[src/rtl/midi_tx.sv]
// midi_tx: MIDI serial transmitter.
// Accepts note-on/note-off events over a valid/ready handshake, queues them in
// a 4-entry FIFO, and sends each one as a MIDI channel message on an 8N1 UART
// line. The message is 3 bytes, or 2 bytes when the status byte is dropped
// under running status.
//
// Ports
//   clk       system clock
//   rst       asynchronous active-low reset
//   ev_valid  event present
//   ev_ready  FIFO can take an event (not full)
//   ev_on     1 = note-on (0x9n), 0 = note-off (0x8n)
//   ev_note   MIDI note number
//   ev_vel    velocity
//   midi_out  registered serial line, idles high
//   busy      FIFO non-empty or a message in progress
//   msg_done  one-cycle pulse after the last stop bit of a message
//
// state | meaning
// ------+-----------------------------------------------------------
// IDLE  | line idle, waiting for a queued event
// LOAD  | popped event latched; choose the first byte (running status)
// START | start bit (low) for one bit time
// DATA  | 8 data bits, LSB first
// STOP  | stop bit (high); then next byte, next message, or idle
module midi_tx #(
    parameter int CLK_FREQ       = 100_000_000,
    parameter int BAUD_RATE      = 31_250,
    parameter int CHANNEL        = 0,
    parameter int RUNNING_STATUS = 1
) (
    input  logic       clk,
    input  logic       rst,
    input  logic       ev_valid,
    output logic       ev_ready,
    input  logic       ev_on,
    input  logic [6:0] ev_note,
    input  logic [6:0] ev_vel,
    output logic       midi_out,
    output logic       busy,
    output logic       msg_done
);

    localparam int BIT_CYCLES = CLK_FREQ / BAUD_RATE;
    localparam int BAUD_W     = (BIT_CYCLES > 1) ? $clog2(BIT_CYCLES) : 1;
    localparam logic [BAUD_W-1:0] BAUD_LAST = BAUD_W'(BIT_CYCLES - 1);
    localparam logic [3:0] CH = 4'(CHANNEL);

    typedef enum logic [2:0] {
        S_IDLE,
        S_LOAD,
        S_START,
        S_DATA,
        S_STOP
    } state_t;

    state_t state, state_next;

    // FIFO of {on, note, vel}
    logic [14:0] fifo_mem [4];
    logic [1:0]  wr_ptr, rd_ptr;
    logic [2:0]  count;
    logic        full, empty, push, pop;
    logic [14:0] fifo_rd;

    // current message
    logic        cur_on;
    logic [6:0]  cur_note, cur_vel;
    logic [7:0]  last_status;
    logic [7:0]  status_byte;
    logic [1:0]  byte_idx;
    logic        last_byte;
    logic [7:0]  cur_byte;

    // bit timing
    logic [BAUD_W-1:0] baud;
    logic [2:0]        bit_cnt;
    logic [2:0]        bit_next;
    logic              tick;
    logic              done_now;
    logic              out_next;

    assign full     = (count == 3'd4);
    assign empty    = (count == 3'd0);
    assign ev_ready = !full;
    assign push     = ev_valid && !full;
    assign fifo_rd  = fifo_mem[rd_ptr];

    assign tick        = (baud == BAUD_LAST);
    assign status_byte = {1'b1, 2'b00, cur_on, CH};
    assign last_byte   = (byte_idx == 2'd2);

    always_comb begin
        case (byte_idx)
            2'd0:    cur_byte = status_byte;
            2'd1:    cur_byte = {1'b0, cur_note};
            default: cur_byte = {1'b0, cur_vel};
        endcase
    end

    // FIFO storage has no reset; only pointers and count are cleared.
    always_ff @(posedge clk) begin
        if (push) begin
            fifo_mem[wr_ptr] <= {ev_on, ev_note, ev_vel};
        end
    end

    always_ff @(posedge clk or negedge rst) begin
        if (!rst) begin
            wr_ptr <= 2'd0;
            rd_ptr <= 2'd0;
            count  <= 3'd0;
        end else begin
            if (push) begin
                wr_ptr <= wr_ptr + 2'd1;
            end
            if (pop) begin
                rd_ptr <= rd_ptr + 2'd1;
            end
            case ({push, pop})
                2'b10:   count <= count + 3'd1;
                2'b01:   count <= count - 3'd1;
                default: count <= count;
            endcase
        end
    end

    always_ff @(posedge clk or negedge rst) begin
        if (!rst) begin
            state <= S_IDLE;
        end else begin
            state <= state_next;
        end
    end

    always_comb begin
        state_next = state;
        pop        = 1'b0;
        done_now   = 1'b0;
        case (state)
            S_IDLE: begin
                if (!empty) begin
                    pop        = 1'b1;
                    state_next = S_LOAD;
                end
            end
            S_LOAD: begin
                state_next = S_START;
            end
            S_START: begin
                if (tick) begin
                    state_next = S_DATA;
                end
            end
            S_DATA: begin
                if (tick && bit_cnt == 3'd7) begin
                    state_next = S_STOP;
                end
            end
            S_STOP: begin
                if (tick) begin
                    if (!last_byte) begin
                        state_next = S_START;
                    end else begin
                        done_now = 1'b1;
                        if (!empty) begin
                            pop        = 1'b1;
                            state_next = S_LOAD;
                        end else begin
                            state_next = S_IDLE;
                        end
                    end
                end
            end
            default: begin
                state_next = S_IDLE;
            end
        endcase
    end

    // The line level is computed for the state being entered so that the
    // registered output changes on the same edge as the state.
    always_comb begin
        out_next = 1'b1;
        bit_next = 3'd0;
        if (state == S_DATA) begin
            bit_next = tick ? (bit_cnt + 3'd1) : bit_cnt;
        end
        case (state_next)
            S_START: out_next = 1'b0;
            S_DATA:  out_next = cur_byte[bit_next];
            default: out_next = 1'b1;
        endcase
    end

    always_ff @(posedge clk or negedge rst) begin
        if (!rst) begin
            midi_out    <= 1'b1;
            msg_done    <= 1'b0;
            busy        <= 1'b0;
            baud        <= '0;
            bit_cnt     <= 3'd0;
            byte_idx    <= 2'd0;
            last_status <= 8'h00;
            cur_on      <= 1'b0;
            cur_note    <= 7'd0;
            cur_vel     <= 7'd0;
        end else begin
            midi_out <= out_next;
            msg_done <= done_now;
            busy     <= !empty || (state != S_IDLE);

            if (pop) begin
                {cur_on, cur_note, cur_vel} <= fifo_rd;
            end

            if (state == S_START || state == S_DATA || state == S_STOP) begin
                baud <= tick ? '0 : baud + BAUD_W'(1);
            end else begin
                baud <= '0;
            end

            if (state == S_DATA) begin
                if (tick) begin
                    bit_cnt <= bit_cnt + 3'd1;
                end
            end else begin
                bit_cnt <= 3'd0;
            end

            if (state == S_LOAD) begin
                // last_status resets to 0x00, which no status byte can equal
                if (RUNNING_STATUS != 0 && status_byte == last_status) begin
                    byte_idx <= 2'd1;
                end else begin
                    byte_idx <= 2'd0;
                end
                last_status <= status_byte;
            end else if (state == S_STOP && tick && !last_byte) begin
                byte_idx <= byte_idx + 2'd1;
            end
        end
    end

endmodule

[config.mk]
export PLATFORM = sky130hd
export DESIGN_NAME = midi_tx
export DESIGN_NICKNAME = d
export VERILOG_FILES = /design/src/rtl/midi_tx.sv
export SDC_FILE = /design/constraint.sdc
export NUM_CORES = 1
export LEC_CHECK = 0
export BUFFER_PORTS_ARGS = -buffer_cell sky130_fd_sc_hd__buf_2
export CORE_MARGIN = 5
export CORE_UTILIZATION = 50
export DETAILED_ROUTE_END_ITERATION = 10
export PLACE_DENSITY = 0.77
export SYNTH_ARGS = -nofsm -noshare
export SYNTH_HDL_FRONTEND = slang
export SYNTH_SLANG_ARGS = --single-unit
export TNS_END_PERCENT = 50
[constraint.sdc]
create_clock -name clk -period 4.1 [get_ports clk]
set_clock_uncertainty 0.1 [all_clocks]
set_input_delay 0.82 -clock clk [delete_from_list [all_inputs] [get_ports clk]]
set_output_delay 0.82 -clock clk [all_outputs]
set_load 0.01 [all_outputs]
* Word-level counts from Yosys, hierarchy flattened
Memory sizes are Yosys's and may differ from the RTL's. A register that Yosys moved wholly into a read port is not among the register bits. Index checks and enable logic that the tools add are counted.
Storage, ports and cells: RAM bits 60, input port bits 18, register bits 32, memories 1
Operators by class: eq/ne operators 14, multiplexer cells 28, $lt $le $gt $ge 1, $add $sub $neg 7, reductions and logical operators 17
Memories:
- fifo_mem | words 4, width 15, read ports 1, clocked after Yosys merged registers in 1, wr ports 1, RTL line 60 | logic [14:0] fifo_mem [4];
Operators by type and width (number):
- $mux 12 | 2
- $mux 3 | 6
- $pmux 8 s2 | 1
- $pmux 3 s5 | 1
- $add 12x1->12 const B | 1
- $eq 12x12->1 const B | 1
- $eq 3x2->1 const B | 4
- $mux 1 | 11
- $eq 3x3->1 const B | 3
- $add 2x1->2 const B | 3
- $add 3x1->3 const B | 2
- $logic_not 3->1 | 2
- $mux 2 | 3
- $pmux 3 s2 | 1
- $eq 2x1->1 const B | 2
- $eq 2x2->1 const B | 2
- $logic_and 1x1->1 | 4
- $logic_not 1->1 | 4
- $lt 3x4->1 const B | 1
- $pmux 1 s2 | 2
- $reduce_bool 2->1 | 2
- $bmux 1 s3 | 1
- $eq 3x1->1 const B | 1
- $logic_or 1x1->1 | 3
- 4 further kinds | 4

* Longest topological paths before layout
word-level depth 7, depth in mapped cells 12, depth with buffers taken out 11

* Worst setup path before layout
Ideal clock, no wire load.
path type register to register, start reg baud[7], end reg count[2], library setup time 0.079 ns, clock period less this slack 3.176 ns, required time 3.921 ns, stages on the path, launching flop included 12, path slack 0.924 ns, arrival 2.997 ns, cell sequence dfrtp_1 > or4b_4 > nor4_4 > nand2_1 > a21oi_2 > buf_4 > ha_1 > inv_1 > fa_1 > xor2_1 > nor2_1 > xor2_1
Between the ends: cells in the longest elaborated chain, start to end 5
Ends and longest elaborated chain:
- from (decl) | RTL line 76 | logic [BAUD_W-1:0] baud;
- from (signal assigned) | RTL line 218 | baud <= tick ? '0 : baud + BAUD_W'(1);
- $eq 12x12->1 * | RTL line 89 | assign tick = (baud == BAUD_LAST);
- $mux 1 * | RTL line 161 | if (tick) begin
- $pmux 1 s2 * | RTL line 140 | case (state)
- net pop | RTL line 63 | logic full, empty, push, pop;
- $eq 2x1->1 / $eq 2x2->1 (equally long branches) | RTL line 120 | case ({push, pop})
- $pmux 3 s2 / $reduce_bool 2->1 (equally long branches)
- to (signal assigned) | RTL line 121 | 2'b10: count <= count + 3'd1;
- to (signal assigned) | RTL line 122 | 2'b01: count <= count - 3'd1;
- to (signal assigned) | RTL line 123 | default: count <= count;
- to (decl) | RTL line 62 | logic [2:0] count;
Mark *: on every way through the listed nets, which the timed path passes. The rest lies on a longest branch. A chain may end at the register's enable or synchronous reset.

* Worst setup path in the final report
start reg baud[7], end reg count[2]
Between the ends: cells in the longest elaborated chain, start to end 5
Ends and longest elaborated chain (RTL line):
- $eq 12x12->1 * | 89
- $mux 1 * | 161
- $pmux 1 s2 * | 140
- $eq 2x1->1 / $eq 2x2->1 (equally long branches) | 120
- $pmux 3 s2 / $reduce_bool 2->1 (equally long branches)
Every way passes the cells marked *; elsewhere a longest branch is shown, timed or not.

==> flow_summary.ini <==
[run_status]
outcome = complete, no violations

[sta]
post-route-period-util_pct = 77.4
setup_viol = 0
rsz0062_at_grt = no
final_max_slew_viol_count = 0
fin_setup_tns_ps = 0
max_freq_mhz = 315
finalHoldViolCount = 0
tightest_slew_ps = 1050
slew_headroom_pct = 30.2
min_period_ps = 3170

[route]
drt_pass1_iterations = 4
num_vias = 2454
postRouteAntennaNets = 0
wirelength_mm = 7.28
wl_per_cell_um = 16.4
viasPerCell = 5.53
drc_errors = 0
drt_iter0_drc = 101

[synthesis]
synth_edf_count = 60
ys.flop_type = edfxtp_1
yosysMostFrequentCell = edfxtp_1
synth-seq-cells = 107
syn_area_sq_mm = 0.00462
syn_avg_cell_area_sq_um = 15.2
synthMuxAreaShare_pct = 13.5
synthTopCellsByArea = edfxtp_1 39%, dfrtp_1 25%, mux4_2 7.3%
post-synth-top-area-fraction_pct = 39.0
synth-compound-area-share_pct = 3.38
synthCells = 305
synth_simple_gate_area_share_pct = 9.91
synth.top_cells.by_count = 60 x edfxtp_1, 46 x dfrtp_1, 24 x nor2_1, 19 x mux2_2, 15 x mux4_2
yosys_warnings = 0
synth_nets = 335
yosys.area.top_type = edfxtp_1
async_reset_ff_share_pct = 43.9
synth_top_family_by_area = multiplexers
synth_xor_area_share_pct = 3.41
synth_cell_type_count = 45
synth-adder-area-share_pct = 3.41
seq_area_frac_synth_pct = 64.5

[placed_design]
numPortBuffers = 21
place_area_sq_mm = 0.00483
dp_hpwl_mm = 4.84
routabilityCongestion = 0.837

[clocking]
clock_path_buffers = 2
path_clk_slew_ps = 110
cts_hold_buf = 0
cts.sinks = 107
cts_tree = built
htreeDepth = 3
numCtsBuffers = 9
cts_resized = 0
postCtsSetupBuffers = 0
clk_latency_ps = 370
root_buffer = clkbuf_8

[setup_path]
worstPathCellList = or4b_4, nor4_4, buf_4, nand2_1, a21oi_2, buf_4, ha_1, inv_1, fa_1, xor2_1, nor2_1, xor2_1
critical_path_class = register to register
cp_slowest_cell = or4b_4
critPathTopFamily = simple AND/OR/NAND/NOR gates
end_kind = register
path_buf_inv = 3
worstSetupStartpointType = register
crit_arrival_ps = 3360
worstPathMaxFanout = 19
crit_required_ps = 4290
max_stage_delay_ps = 560

[global_route]
antenna_found_initial = 0
grt_pass1_wl_mm = 12.2
grt.overflow.total = 0
grt_max_degree = 48
grt_usage_pct = 13.9
grt_pass1_vias = 2519

[floorplanning]
num_rows = 35
die-area_sq_mm = 0.0113
boundaryPins = 22
start_util_pct = 50.7
chipWidth_um = 106
die_h_um = 106
core_area_sq_mm = 0.00911

[power]
leakagePower_nw = 1.95
ir_worst_vdd_uv = 347
p_per_area_mw_per_mm2 = 444

[layout]
diodes = 0
drive_gt1_share_pct = 24.3
fin_area_sq_mm = 0.00505
nets = 358
syn_to_final_growth_pct = 9.31

[job]
max_cap_violations = 0

[worst_hold_path]
hold_class = register to register
stage by stage:
stage | setup WS [ps] | hold slack (ps) | power (mW) | cells | util (%)
global route | 728 | 419 | 2.36 | 444 | 55.5
finish | 927 | 386 | 2.24 | 444 | 55.5
detailed placement | 930 | 354 | 1.62 | 428 | 53.1
global placement | 1000 | 353 | 1.60 | 428 | 53.1
floorplan | 924 | 339 | 1.52 | 305 | -
CTS | 891 | 387 | 2.28 | 444 | 55.5
placed cells by master, fill, tap and decap left out, drive strengths merged, types with 3 or more instances in the layout:
cell,Yosys,routed
a21oi,7,7
and2,3,3
and3,8,8
and3b,3,3
buf,4,23
clkbuf,7,9
clkinv,0,3
dfrtp,46,46
edfxtp,60,60
ha,11,11
inv,12,16
mux2,19,19
mux2i,7,7
mux4,15,15
nand2,12,12
nand3,7,7
nand4,3,3
nor2,24,24
nor3,4,4
nor3b,6,6
o21ai,3,3
xnor2,10,10
xor2,8,8
layout make-up:
type / count / area (sq um)
Inverter: 12 / 45.0
Fill cell: 731 / 4060
Multi-Input combinational cell: 175 / 1550
Sequential cell: 107 / 2980
Clock inverter: 7 / 93.8
Timing Repair Buffer: 23 / 120
Clock buffer: 9 / 124
Tap cell: 111 / 139
cell families (layout without fill, tap and decap cells):
group | Yosys count | after routing
xor+xnor | 18 | 18
compound gates | 22 | 22
simple gates | 82 | 82
buf+inv | 23 | 51
flops | 107 | 107
mux | 41 | 41
fa+ha+maj | 12 | 12
registers in the layout (all words and copies together) (netlist names), 3 cells and up:
name	flops
cur_vel	7
fifo_mem	60
baud	12
count	3
state	3
bit_cnt	3
cur_note	7
per-layer routing:
metal  wire length (um)  vias up  share of wire [%]  global-route usage (%)
met5                  0        -                  0                       0
met4                119        0                1.6                    4.72
met3                321        9                4.4                    3.95
met2               3630       41                 50                    23.5
met1               3200     1233                 44                    17.2
li1                   -     1171                  -                       -
report_power, final:
group | switching, mW | internal (mW) | total (mW) | leakage [nW]
combinational | 0.159 | 0.0918 | 0.250 | 0.734
sequential | 0.0399 | 1.30 | 1.34 | 1.11
clock | 0.402 | 0.253 | 0.655 | 0.108
total | 0.601 | 1.64 | 2.24 | 1.95
path summary, 6_finish.rpt:
kind                              start           to  slack [ps]  cells past startpoint
worst min register to register  baud[0]      baud[0]         390                      1
worst min-delay path            baud[0]      baud[0]         390                      1
worst max register to register  baud[7]     count[2]         930                     12
min in group asynchronous           rst  cur_note[0]         530                      1
worst max-delay path            baud[7]     count[2]         930                     12
max in group asynchronous           rst    rd_ptr[0]        2740                      1
No activity file was read; power rests on OpenSTA's default activity.
